<file path="config.mk">
export PLATFORM = sky130hd
export DESIGN_NAME = buffer_access_arbiter
export DESIGN_NICKNAME = d
export VERILOG_FILES = /design/src/rtl/buffer_arb_pkg.sv /design/src/rtl/buffer_access_arbiter_rr_picker3.sv /design/src/rtl/buffer_access_arbiter.sv
export SDC_FILE = /design/constraint.sdc
export NUM_CORES = 1
export LEC_CHECK = 0
export ABC_AREA = 1
export CORE_MARGIN = 2
export CORE_UTILIZATION = 40
export DETAILED_ROUTE_END_ITERATION = 10
export PLACE_DENSITY_LB_ADDON = 0.05
export SLEW_MARGIN = 20
export SYNTH_ARGS = -nofsm -noshare
export SYNTH_HDL_FRONTEND = slang
export SYNTH_SLANG_ARGS = --single-unit
</file>
<file path="constraint.sdc">
create_clock -name clk -period 2 [get_ports clk]
set_input_delay 0.2 -clock clk [delete_from_list [all_inputs] [get_ports clk]]
set_output_delay 0.2 -clock clk [all_outputs]
set_load 0.05 [all_outputs]
</file>
<file path="src/rtl/buffer_arb_pkg.sv">
// Shared types and constants for the packet-buffer access arbiter.
package buffer_arb_pkg;

    localparam int unsigned BUFFER_DEPTH_DEF = 64;
    localparam int unsigned OCC_WIDTH_DEF    = 7;

    // Bit positions of each requester inside the request/winner vectors.
    localparam int unsigned REQ_AHB = 0;
    localparam int unsigned REQ_RX  = 1;
    localparam int unsigned REQ_TX  = 2;

    typedef enum logic [2:0] {
        IDLE,
        AHB_OWN,
        RX_OWN,
        TX_OWN,
        CLEAR
    } arb_state_t;

    typedef enum logic [1:0] {
        OWN_AHB = 2'd0,
        OWN_RX  = 2'd1,
        OWN_TX  = 2'd2
    } owner_t;

endpackage

</file>
<file path="src/rtl/buffer_access_arbiter_rr_picker3.sv">
// Three-way round-robin picker: the requester following the last owner
// in the ring AHB -> RX -> TX -> AHB gets first refusal. Purely combinational.
module rr_picker3
    import buffer_arb_pkg::*;
(
    input  logic [2:0] req,
    input  owner_t     last_owner,
    output logic [2:0] winner
);

    // Scan the ring starting just after the last owner.
    always_comb begin
        winner = 3'b000;
        case (last_owner)
            OWN_AHB: begin
                if (req[REQ_RX])       winner[REQ_RX]  = 1'b1;
                else if (req[REQ_TX])  winner[REQ_TX]  = 1'b1;
                else if (req[REQ_AHB]) winner[REQ_AHB] = 1'b1;
            end
            OWN_RX: begin
                if (req[REQ_TX])       winner[REQ_TX]  = 1'b1;
                else if (req[REQ_AHB]) winner[REQ_AHB] = 1'b1;
                else if (req[REQ_RX])  winner[REQ_RX]  = 1'b1;
            end
            default: begin
                if (req[REQ_AHB])      winner[REQ_AHB] = 1'b1;
                else if (req[REQ_RX])  winner[REQ_RX]  = 1'b1;
                else if (req[REQ_TX])  winner[REQ_TX]  = 1'b1;
            end
        endcase
    end

endmodule

</file>
<file path="src/rtl/buffer_access_arbiter.sv">
// Packet-buffer access arbiter: grants the 64-byte buffer to one of AHB,
// USB RX or USB TX at a time, gates their strobes against ownership and
// occupancy, and services flush requests with top priority.
// Optional: define BUFFER_ARB_TIMEOUT_EN to revoke ownership from an owner
// that goes TIMEOUT_CYCLES cycles without a successful strobe.
//
// state   | meaning
// --------+-----------------------------------------------------------
// IDLE    | no owner; round-robin winner (if any) is granted next cycle
// AHB_OWN | AHB slave owns the buffer (buffer_reserved high)
// RX_OWN  | USB RX owns the buffer
// TX_OWN  | USB TX owns the buffer
// CLEAR   | one-cycle flush pulse, all grants low, then back to IDLE
module buffer_access_arbiter
    import buffer_arb_pkg::*;
#(
    parameter int unsigned BUFFER_DEPTH   = BUFFER_DEPTH_DEF,
    parameter int unsigned OCC_WIDTH      = OCC_WIDTH_DEF,
    parameter int unsigned TIMEOUT_CYCLES = 255
) (
    input  logic                 clk,
    input  logic                 rst,
    input  logic                 clear_req,
    input  logic                 ahb_req,
    input  logic                 ahb_release,
    input  logic                 ahb_strobe,
    input  logic                 ahb_write,
    input  logic [1:0]           ahb_size,
    input  logic                 rx_req,
    input  logic                 rx_release,
    input  logic                 rx_strobe,
    input  logic                 tx_req,
    input  logic                 tx_release,
    input  logic                 tx_strobe,
    input  logic [OCC_WIDTH-1:0] buffer_occupancy,
    output logic                 ahb_grant,
    output logic                 rx_grant,
    output logic                 tx_grant,
    output logic                 buffer_reserved,
    output logic                 store_tx_data,
    output logic                 get_rx_data,
    output logic                 store_rx_packet_data,
    output logic                 get_tx_packet_data,
    output logic                 clear,
    output logic                 overflow_err,
    output logic                 underflow_err,
    output logic                 timeout
);

    // One spare bit so occupancy + access size can never wrap.
    localparam int unsigned CW = OCC_WIDTH + 1;

    arb_state_t     state, state_nxt;
    owner_t         last_owner, last_owner_nxt;
    logic [2:0]     pick;
    logic           timeout_nxt;
    logic           to_expired;

    logic [CW-1:0]  occ_ext, ahb_n, depth_ext;
    logic           ahb_store_ok, ahb_fetch_ok, rx_store_ok, tx_fetch_ok;
    logic           owner_ok;
    logic           ovf_nxt, unf_nxt;

    assign occ_ext   = CW'(buffer_occupancy);
    assign ahb_n     = CW'(ahb_size) + CW'(1);
    assign depth_ext = CW'(BUFFER_DEPTH);

    // Capacity checks for each access type.
    assign ahb_store_ok = (occ_ext + ahb_n) <= depth_ext;
    assign ahb_fetch_ok = occ_ext >= ahb_n;
    assign rx_store_ok  = occ_ext < depth_ext;
    assign tx_fetch_ok  = occ_ext != '0;

    assign owner_ok = (state != CLEAR);

    // Same-cycle strobe gating: owner only, and only if capacity allows.
    assign store_tx_data        = ahb_grant & owner_ok & ahb_strobe &  ahb_write & ahb_store_ok;
    assign get_rx_data          = ahb_grant & owner_ok & ahb_strobe & ~ahb_write & ahb_fetch_ok;
    assign store_rx_packet_data = rx_grant  & owner_ok & rx_strobe  & rx_store_ok;
    assign get_tx_packet_data   = tx_grant  & owner_ok & tx_strobe  & tx_fetch_ok;

    // Owner strobes rejected on capacity; non-owner strobes are never errors.
    assign ovf_nxt = (ahb_grant & owner_ok & ahb_strobe &  ahb_write & ~ahb_store_ok)
                   | (rx_grant  & owner_ok & rx_strobe  & ~rx_store_ok);
    assign unf_nxt = (ahb_grant & owner_ok & ahb_strobe & ~ahb_write & ~ahb_fetch_ok)
                   | (tx_grant  & owner_ok & tx_strobe  & ~tx_fetch_ok);

    assign buffer_reserved = ahb_grant;

    rr_picker3 u_rr_picker3 (
        .req        ({tx_req, rx_req, ahb_req}),
        .last_owner (last_owner),
        .winner     (pick)
    );

`ifdef BUFFER_ARB_TIMEOUT_EN
    localparam int unsigned TO_W = (TIMEOUT_CYCLES > 1) ? $clog2(TIMEOUT_CYCLES) : 1;

    logic [TO_W-1:0] to_cnt;
    logic            strobe_passed;

    assign strobe_passed = store_tx_data | get_rx_data | store_rx_packet_data | get_tx_packet_data;
    assign to_expired    = (to_cnt == '0) && !strobe_passed;

    // Idle-owner down-counter, reloaded while unowned and on every passed strobe.
    always_ff @(posedge clk or posedge rst) begin
        if (rst) begin
            to_cnt <= TO_W'(TIMEOUT_CYCLES - 1);
        end else if (state == IDLE || state == CLEAR || strobe_passed) begin
            to_cnt <= TO_W'(TIMEOUT_CYCLES - 1);
        end else if (to_cnt != '0) begin
            to_cnt <= to_cnt - TO_W'(1);
        end
    end
`else
    assign to_expired = 1'b0;
`endif

    // Next-state: clear first, then release/req-drop, then idle-owner revoke.
    always_comb begin
        state_nxt      = state;
        last_owner_nxt = last_owner;
        timeout_nxt    = 1'b0;
        case (state)
            IDLE: begin
                if (clear_req) begin
                    state_nxt = CLEAR;
                end else if (pick[REQ_AHB]) begin
                    state_nxt      = AHB_OWN;
                    last_owner_nxt = OWN_AHB;
                end else if (pick[REQ_RX]) begin
                    state_nxt      = RX_OWN;
                    last_owner_nxt = OWN_RX;
                end else if (pick[REQ_TX]) begin
                    state_nxt      = TX_OWN;
                    last_owner_nxt = OWN_TX;
                end
            end
            AHB_OWN: begin
                if (clear_req) begin
                    state_nxt = CLEAR;
                end else if (ahb_release || !ahb_req) begin
                    state_nxt = IDLE;
                end else if (to_expired) begin
                    state_nxt   = IDLE;
                    timeout_nxt = 1'b1;
                end
            end
            RX_OWN: begin
                if (clear_req) begin
                    state_nxt = CLEAR;
                end else if (rx_release || !rx_req) begin
                    state_nxt = IDLE;
                end else if (to_expired) begin
                    state_nxt   = IDLE;
                    timeout_nxt = 1'b1;
                end
            end
            TX_OWN: begin
                if (clear_req) begin
                    state_nxt = CLEAR;
                end else if (tx_release || !tx_req) begin
                    state_nxt = IDLE;
                end else if (to_expired) begin
                    state_nxt   = IDLE;
                    timeout_nxt = 1'b1;
                end
            end
            CLEAR: begin
                // Always drop back to IDLE so a held clear_req yields separate pulses.
                state_nxt = IDLE;
            end
            default: begin
                state_nxt = IDLE;
            end
        endcase
    end

    // State, pointer and registered outputs; pointer reset makes AHB win first.
    always_ff @(posedge clk or posedge rst) begin
        if (rst) begin
            state         <= IDLE;
            last_owner    <= OWN_TX;
            ahb_grant     <= 1'b0;
            rx_grant      <= 1'b0;
            tx_grant      <= 1'b0;
            clear         <= 1'b0;
            overflow_err  <= 1'b0;
            underflow_err <= 1'b0;
            timeout       <= 1'b0;
        end else begin
            state         <= state_nxt;
            last_owner    <= last_owner_nxt;
            ahb_grant     <= (state_nxt == AHB_OWN);
            rx_grant      <= (state_nxt == RX_OWN);
            tx_grant      <= (state_nxt == TX_OWN);
            clear         <= (state_nxt == CLEAR);
            overflow_err  <= ovf_nxt;
            underflow_err <= unf_nxt;
            timeout       <= timeout_nxt;
        end
    end

endmodule

</file>
=== Word level (Yosys, flattened, before mapping) ===
Index checks and enable logic that the tools add are counted.

* Register bits after elaboration: 11
* Word-level logic and storage cells: 81
* Output and inout bits: 12

* Reduce and logical (&&, ||, !) cells: 11
* Bitwise logic cells: 24
* Magnitude comparators: 3
* Equality and inequality tests: 9
* Add/sub/neg operators: 2
* Mux-type cells: 24

{| class="wikitable"
|+ Operators with widths
! kind !! count
|-
| 3-bit 2-to-1 mux || 10
|-
| 1-bit bitwise AND || 16
|-
| 3-bit by 2-bit == test with 1-bit output, second input constant || 4
|-
| 3-bit case mux with 4 select lines || 1
|-
| 2-bit 2-to-1 mux || 5
|-
| 7-bit by 3-bit adder with 8-bit output || 1
|-
| 8-bit by 7-bit <= comparator with 1-bit output, second input constant || 1
|-
| 8-bit nonzero test || 1
|-
| 7-bit by 3-bit >= comparator with 1-bit output || 1
|-
| 7-bit less-than comparator, second input constant || 1
|-
| 1-bit 2-to-1 mux || 7
|-
| 3-bit by 1-bit == test with 1-bit output, second input constant || 2
|-
| 1-bit NOT || 6
|-
| 3-bit case mux with 2 select lines || 1
|-
| 2-bit by 1-bit adder with 3-bit output, second input constant || 1
|-
| 3-bit == test, second input constant || 1
|-
| 1-bit logical NOT || 3
|-
| 3-bit logical NOT || 1
|-
| 1-bit logical OR || 3
|-
| 3-bit inequality test, second input constant || 1
|-
| 3-bit AND reduction || 1
|-
| 3-bit nonzero test || 1
|-
| 2-bit by 1-bit == test with 1-bit output, second input constant || 1
|-
| 2-bit logical NOT || 1
|-
| 1-bit bitwise OR || 2
|}

=== Longest topological paths before layout ===
Gate-level depths: netlist of the first run.

* Depth after elaboration: 10
* Gate-level depth with buffers: 13
* Gate-level depth less buffers: 13

=== By module ===
From an unflattened synthesis of the first run, not the netlist that was laid out.

* Cells, all modules: 146
* Area, all modules: 975.9 sq um

{| class="wikitable"
|+ By module, submodules not included
! module !! sequential area each (sq um) !! cells each !! instances !! area each (sq um)
|-
| buffer_access_arbiter || 276.5 || 126 || 1 || 897.1
|-
| rr_picker3 || 0.0 || 20 || 1 || 78.8
|}

=== Worst setup path after synthesis of the first run ===
Ideal clock, no wire load.

* Kind: input -> output
* Start: input port ahb_size[0]
* End: output port store_tx_data
* Cell stages on the path: 10
* Arrival time: 2.029 ns
* Path slack: -0.229 ns
* Cells stage by stage: ha_1 > inv_1 > fa_1 > o21ai_1 > nand2_1 > nand2_1 > nand3_1 > nor2_1 > nand2_1 > a21oi_2

* Cells in the longest elaborated chain, start to end: 4

{| class="wikitable"
|+ RTL lines
! item !! RTL line !! source
|-
| from (decl) || buffer_access_arbiter.sv:28 || <nowiki>input logic [1:0] ahb_size,</nowiki>
|-
| 2-bit by 1-bit adder with 3-bit output || buffer_access_arbiter.sv:65 || <nowiki>assign ahb_n = CW'(ahb_size) + CW'(1);</nowiki>
|-
| 7-bit by 3-bit adder with 8-bit output || buffer_access_arbiter.sv:69 || <nowiki>assign ahb_store_ok = (occ_ext + ahb_n) <= depth_ext;</nowiki>
|-
| 8-bit by 7-bit <= comparator with 1-bit output || buffer_access_arbiter.sv:69 ||
|-
| 1-bit bitwise AND || buffer_access_arbiter.sv:77 || <nowiki>assign store_tx_data = ahb_grant & owner_ok & ahb_strobe & ahb_write & ahb_store_ok;</nowiki>
|-
| to (decl) || buffer_access_arbiter.sv:40 || <nowiki>output logic store_tx_data,</nowiki>
|}

Every way passes these cells.

=== Worst setup path in the final report of the first run ===
Ends and elaborated chain as after synthesis.

==> results.md, run 1 <==
- Clock network power share: 16.6%
- Die area: 0.00287 mm²
- Internal power: 0.541 mW
- Initial Util: 43.3%
- Clk Latency, worst-skew pair: 0.27 ns
- Sequential Power Share: 32.2%
- CTS tree: built
- Top cell type's share of synthesized area: 25.4%
- Skew final: 0.000292 ns
- Total power: 0.931 mW
- Flop-to-flop setup slack: 0.67 ns
- TritonCTS buffer count: 3
- Nets@finish: 221
- Failing checks: negative setup slack
- Inst Count DP: 210
- Worst VDD drop: 0.000481 V
- Req. time, crit path: 1.80 ns
- Clock Tree Buf Depth: 2
- NetSw: 0.390 mW
- CP Max Fanout: 3
- Post-DR wirelength/cell: 11.9 µm
- Core area: 0.00228 mm²
- Pre-CTS WS: -0.488 ns
- Fin crit share: 106%
- H-tree levels: 1
- First-pass GRT wire length: 4.08 mm
- Worst-path cell chain: buf_8 > ha_4 > inv_4 > fa_2 > buf_4 > xor2_1 > nor3_2 > nand2_2 > a21oi_4 > buf_12
- All-Layer GR Usage: 20.0%
- Pwr/cell area: 596 mW/mm²
- Most common cell in the netlist: inv_1
- Routed via count: 1,104
- Yosys cell types: 27
- Post-DP HPWL: 2.07 mm
- Number of global-route vias before repair: 1,015
- Slowest cell delay on critical path: 0.36 ns
- Register area share after synthesis: 28.1%
- Final setup viols: 1
- GP Congestion: 0.833
- Final Max Tran Viols: 0
- Crit start category: input pin
- PortBufs: 32
- Number of synthesis warnings: 0
- Arr. time, crit path: 1.93 ns
- CP max stage cell: fa_2
- Final std cells w/o fill: 218
- Max Freq: 0.471 GHz
- CTS Sinks: 11
- Initial antenna violation count: 0
- Cts hold-fix bufs: 0
- Yosys reg bits: 11
- Combinational share of power: 51.2%
- Synth area leader: dfrtp_1
- Largest net degree at the start of global routing: 12
- Synth Cell Area: 985 µm²
- Syn avg cell area: 6.84 µm²
- Switching share of power: 41.9%
- Leak: 0.755 nW
- Residual overflow from global routing: 0
- Via-to-Cell Ratio: 5.06
- Post-synth top cells: 27 x inv_1, 24 x nand2_1, 19 x nand3_1
- Share of post-route cells with drive strength above 1: 25.8%
- Ys flop type: dfrtp_1
- Run status: complete, but fails checks
- RSZ-0062 raised after global routing: yes
- Worst Hold Class: in -> async
- DR iter-0 viols: 25
- DIE WIDTH: 53.6 µm
- Worst-path clk slew: 0.07 ns
- Max Cap Viol: 0
- Post-Syn Instances: 144
- Depth of the most critical reg-to-reg path: 7
- ANT cells: 0
- Terminus of the critical flop-to-flop path: tx_grant$_DFF_PP0_
- Final min period: 2.13 ns
- CP Capture Type: output port
- First-pass DRT Iterations: 4
- Critical R2R Launch: state[1]$_DFF_PP0_
- # DRC: 0
- Ranking of synthesized cells by area: dfrtp_1 25%, inv_1 10%, nand3_1 9.7%
- # IOs: 34
- Row count: 17
- Fin. Hold Viols: 0
- Synth-to-Final Area Change: 58.7%
- EDFF count, synth: 0
- Final setup margin: -0.125 ns
- Async SR Flop Fraction: 100%
- Syn nets: 174
- Detailed Route WL: 2.60 mm
- Crit Path Class: in -> out
- Antenna Nets Post-Route: 0
- Die Y-Extent: 53.6 µm
- Worst setup startpoint: ahb_size[0]
- Clock Tree Root: clkbuf_4
[layout make-up]
class,count,area (µm²)
multi-input combinational,99,643
tap,28,35.0
timing repair buffer,45,463
clock buffer,4,26.3
inverter,31,119
fill,186,713
sequential,11,277
[placed cells by master (no fill, tap or decap)]
cell | netlist | layout
nor3_2 | 1 | 1
nor4_1 | 1 | 1
a21oi_4 | 1 | 2
nor3_1 | 7 | 7
a21oi_1 | 2 | 2
nor2_2 | 1 | 2
fa_2 | 0 | 1
o21ai_2 | 0 | 1
ha_1 | 7 | 2
buf_8 | 0 | 1
nand3b_1 | 1 | 1
clkdlybuf4s50_1 | 0 | 23
conb_1 | 1 | 1
buf_4 | 3 | 13
o22ai_1 | 1 | 1
clkbuf_4 | 0 | 3
nand2_2 | 3 | 5
nand2_1 | 24 | 22
clkdlybuf4s15_2 | 0 | 1
nand4_1 | 7 | 7
nor2_1 | 12 | 11
ha_2 | 0 | 1
inv_4 | 0 | 1
dlygate4sd2_1 | 0 | 2
nor3b_1 | 1 | 1
nand3_1 | 19 | 19
clkbuf_1 | 0 | 1
o21ai_1 | 3 | 2
ha_4 | 0 | 4
buf_6 | 0 | 1
o21ai_0 | 3 | 3
buf_12 | 0 | 4
nand4_2 | 1 | 1
inv_1 | 27 | 24
dfstp_2 | 1 | 1
xor2_1 | 1 | 1
dfrtp_1 | 10 | 10
inv_2 | 4 | 6
[layer usage]
layer	global-route usage (%)	wire, µm	vias to the layer above
li1	-	-	560
met1	20.7	1010	497
met2	38.5	1390	38
met3	1.94	100	9
met4	12.0	93	0
met5	0	0	-
[power by group through the flow]
| stage | logic, mW | registers, mW | clock network (mW) |
|---|---|---|---|
| 3_5_place_dp | 0.445 | 0.304 | 0 |
| 4_1_cts | 0.462 | 0.300 | 0.158 |
| 5_1_grt | 0.520 | 0.306 | 0.165 |
| 3_3_place_gp | 0.437 | 0.303 | 0 |
| 6_report | 0.477 | 0.300 | 0.154 |
| 2_1_floorplan | 0.241 | 0.350 | 0 |
[worst max path at each step]
stage                     cells past startpoint             to  slack, ns
after floorplan                               5    get_rx_data       0.02
after global placement                       12  store_tx_data      -0.46
after detailed placement                     12  store_tx_data      -0.49
after CTS                                    12  store_tx_data      -0.12
after global routing                         12  store_tx_data      -0.20
final                                        10  store_tx_data      -0.13
[worst max-delay path, delay by kind of cell]
family,cells,cell delay (ns)
adder cells (fa/ha/maj),2,0.64
AND/OR/NAND/NOR,2,0.30
AO/OA/AOI/OAI,1,0.18
buffers and inverters,4,0.44
XOR/XNOR,1,0.16
[per-stage QoR]
step	hold WS (ns)	instance area, µm²	TNS, ns	utilization [%]
after floorplan	0.0517	998	0	-
after global placement	0.513	1440	-0.821	63.2
after detailed placement	0.514	1440	-0.886	63.2
after CTS	0.227	1520	-0.117	66.6
after global routing	0.285	1560	-0.203	68.7
final	0.222	1560	-0.125	68.7
[state kept, by name, summed over array words and instances, names as in the netlist]
name,cells
ahb_grant,1
state,3
last_owner,2
clear,1
rx_grant,1
underflow_err,1
overflow_err,1
tx_grant,1
[repair_timing]
item,4_1_cts,5_1_grt
buffers inserted,2,2
endpoints found under the setup margin,2,1
gates resized for setup,23,6
pin swaps,10,7
[logic make-up after synthesis]
logic type	share of synthesized area, %
other	0.381
flip-flops	28.1
buffers and inverters	14.1
AND/OR/NAND/NOR	38.4
XOR/XNOR	0.890
adder cells (fa/ha/maj)	10.9
AO/OA/AOI/OAI	7.24
Power figures use the tool's default switching activity.
==> run 2, diff against run 1 <==
DONT_BUFFER_PORTS = 1   (was not set)
SLEW_MARGIN = 10   (was 20)
==> run 2 against run 1 <==
Effect of this change: the run still ends with negative setup slack left; clock power barely moved; sequential cell count did not move; register-to-register slack improved by 0.03 ns; largest power group unchanged.
==> results.md, run 2 (same netlist as run 1, synthesis figures left out) <==
- Worst-path clk slew: 0.07 ns (about the same)
- Fin. Hold Viols: 0 (unchanged)
- Max FFs per register: 3 (unchanged)
- Share of post-route cells with drive strength above 1: 22.9% (-2.9 points)
- Met3 wire len: 101 µm (+1.0%)
- CTS Sinks: 11 (unchanged)
- TritonCTS buffer count: 3 (unchanged)
- Final setup margin: -0.0147 ns (+0.111 ns)
- Die area: 0.00287 mm² (unchanged)
- CP delay by family, top: adder cells
- Final setup viols: 1 (unchanged)
- Skew final: 0.00149 ns (+0.00120 ns)
- GP Congestion: 0.845 (+1.4%)
- Run status: complete, but fails checks
- All-Layer GR Usage: 15.1% (-4.9 points)
- Biggest register: state
- Combinational share of power: 43.8% (-7.4 points)
- Die Y-Extent: 53.6 µm (unchanged)
- PortBufs: 0 (-100%)
- Crit Path Class: in -> out
- # DRC: 0 (unchanged)
- First-pass GRT wire length: 3.21 mm (-21%)
- CP Capture Type: output port
- Via-to-Cell Ratio: 5.04 (-0.52%)
- Core Util, Final: 51.3% (-17 points)
- Synth-to-Final Area Change: 18.6%
- First-pass DRT Iterations: 4 (unchanged)
- Commonest non-fill, non-tap cells in the layout: 24 x inv_1, 24 x nand2_1, 18 x nand3_1
- CP max stage cell: fa_2
- DR iter-0 viols: 10 (-60%)
- Residual overflow from global routing: 0 (unchanged)
- Routed via count: 932 (-16%)
- Worst VDD drop: 0.000442 V (-8.0%)
- Post-DR wirelength/cell: 11.5 µm (-3.7%)
- Clock network power share: 18.6% (+2.0 points)
- # IOs: 34 (unchanged)
- Pre-CTS WS: -0.0593 ns (+0.429 ns)
- Switching share of power: 43.1% (+1.2 points)
- Worst-path cell chain: ha_4 > inv_4 > fa_2 > buf_4 > xor2_1 > nor3_2 > nand2_1 > a21oi_4 > buf_12
- Antenna Nets Post-Route: 0 (unchanged)
- Worst Path Buf+Inv: 3 (-1)
- Internal power: 0.464 mW (-14%)
- Biggest regs: state (3), last_owner (2)
- Setup TNS: -0.0147 ns (+0.111 ns)
- Row count: 17 (unchanged)
- Fin crit share: 101% (-5.5 points)
- Total power: 0.815 mW (-12%)
- Largest net degree at the start of global routing: 12 (unchanged)
- DIE WIDTH: 53.6 µm (unchanged)
- Post-DP Area: 0.00109 mm² (-24%)
- Final min period: 2.01 ns (-0.111 ns)
- Final std cells w/o fill: 185 (-15%)
- Uppermost layer routed: met4
- Clk Latency, worst-skew pair: 0.26 ns (about the same)
- H-tree levels: 1 (unchanged)
- Nets@finish: 188 (-15%)
- Clock Tree Buf Depth: 2 (unchanged)
- Clock Tree Root: clkbuf_4
- Req. time, crit path: 1.80 ns (about the same)
- Post-DP HPWL: 1.78 mm (-14%)
- Final Max Tran Viols: 0 (unchanged)
- Inst Count DP: 178 (-15%)
- CTS tree: built
- Number of global-route vias before repair: 814 (-20%)
- Sequential Power Share: 37.6% (+5.4 points)
- CP Max Fanout: 3 (unchanged)
- ANT cells: 0 (unchanged)
- Max Freq: 0.496 GHz (+5.5%)
- Initial Util: 43.3% (unchanged)
- Met2 WL: 1.07 mm (-23%)
- Post-route cell area: 0.00117 mm² (-25%)
- Worst Hold Class: in -> reg
- RSZ-0062 raised after global routing: yes
- NetSw: 0.351 mW (-10%)
- Failing checks: negative setup slack
- Met1 Routed Length: 924 µm (-8.6%)
- Arr. time, crit path: 1.81 ns (-0.12 ns)
- Max Cap Viol: 0 (unchanged)
- Core area: 0.00228 mm² (unchanged)
- Pwr/cell area: 698 mW/mm² (+17%)
- Initial antenna violation count: 0 (unchanged)
- Crit start category: input pin
- Slowest cell delay on critical path: 0.35 ns (about the same)
- WHS: 0.0942 ns (-0.128 ns)
- Leak: 0.607 nW (-20%)
- Detailed Route WL: 2.12 mm (-18%)
## run 2: path summary, 6_finish.rpt
check | endpoint | from | depth (start not counted) | slack (ns)
max | store_tx_data | ahb_size[0] | 9 | -0.01
min | overflow_err$_DFF_PP0_ | buffer_occupancy[6] | 2 | 0.09
max reg2reg | ahb_grant$_DFF_PP0_ | last_owner[1]$_DFFE_PP1P_ | 9 | 0.70
min reg2reg | last_owner[1]$_DFFE_PP1P_ | last_owner[1]$_DFFE_PP1P_ | 2 | 0.53
max in group asynchronous | last_owner[1]$_DFFE_PP1P_ | rst | 2 | 1.30
min in group asynchronous | last_owner[0]$_DFFE_PP0P_ | rst | 2 | 0.38
## run 2: power groups by stage
| stage | combinational [mW] | clock (mW) | sequential [mW] |
|---|---|---|---|
| 2_1_floorplan | 0.241 | 0 | 0.350 |
| 3_3_place_gp | 0.342 | 0 | 0.311 |
| 3_5_place_dp | 0.345 | 0 | 0.310 |
| 4_1_cts | 0.350 | 0.158 | 0.307 |
| 5_1_grt | 0.398 | 0.170 | 0.312 |
| 6_report | 0.357 | 0.152 | 0.306 |
## run 2: metal layers
layer | up-vias | global-route usage [%]
met1 | 418 | 17.6
met4 | 0 | 3.85
met2 | 21 | 28.2
met5 | - | 0
li1 | 489 | -
met3 | 4 | 2.78
## run 2: cell type report
| class | count | area (µm²) |
|---|---|---|
| Clock buffer | 4 | 26.3 |
| Fill cell | 228 | 1110 |
| Inverter | 31 | 119 |
| Multi-Input combinational cell | 99 | 606 |
| Sequential cell | 11 | 277 |
| Tap cell | 28 | 35.0 |
| Timing Repair Buffer | 12 | 105 |
## run 2: what timing repair did
action | in CTS | in global routing
endpoints found under the hold margin | 10 | 0
hold buffers | 1 | 0
setup buffers | 0 | 2
resized for setup | 2 | 6
endpoints found under the setup margin | 1 | 1
pin swaps | 3 | 10
==> run 3, diff against run 2 <==
DONT_BUFFER_PORTS = not set   (was 1)
==> results of run 3 <==
Same layout as run 1: the final DEF is identical, and so are final timing and power.
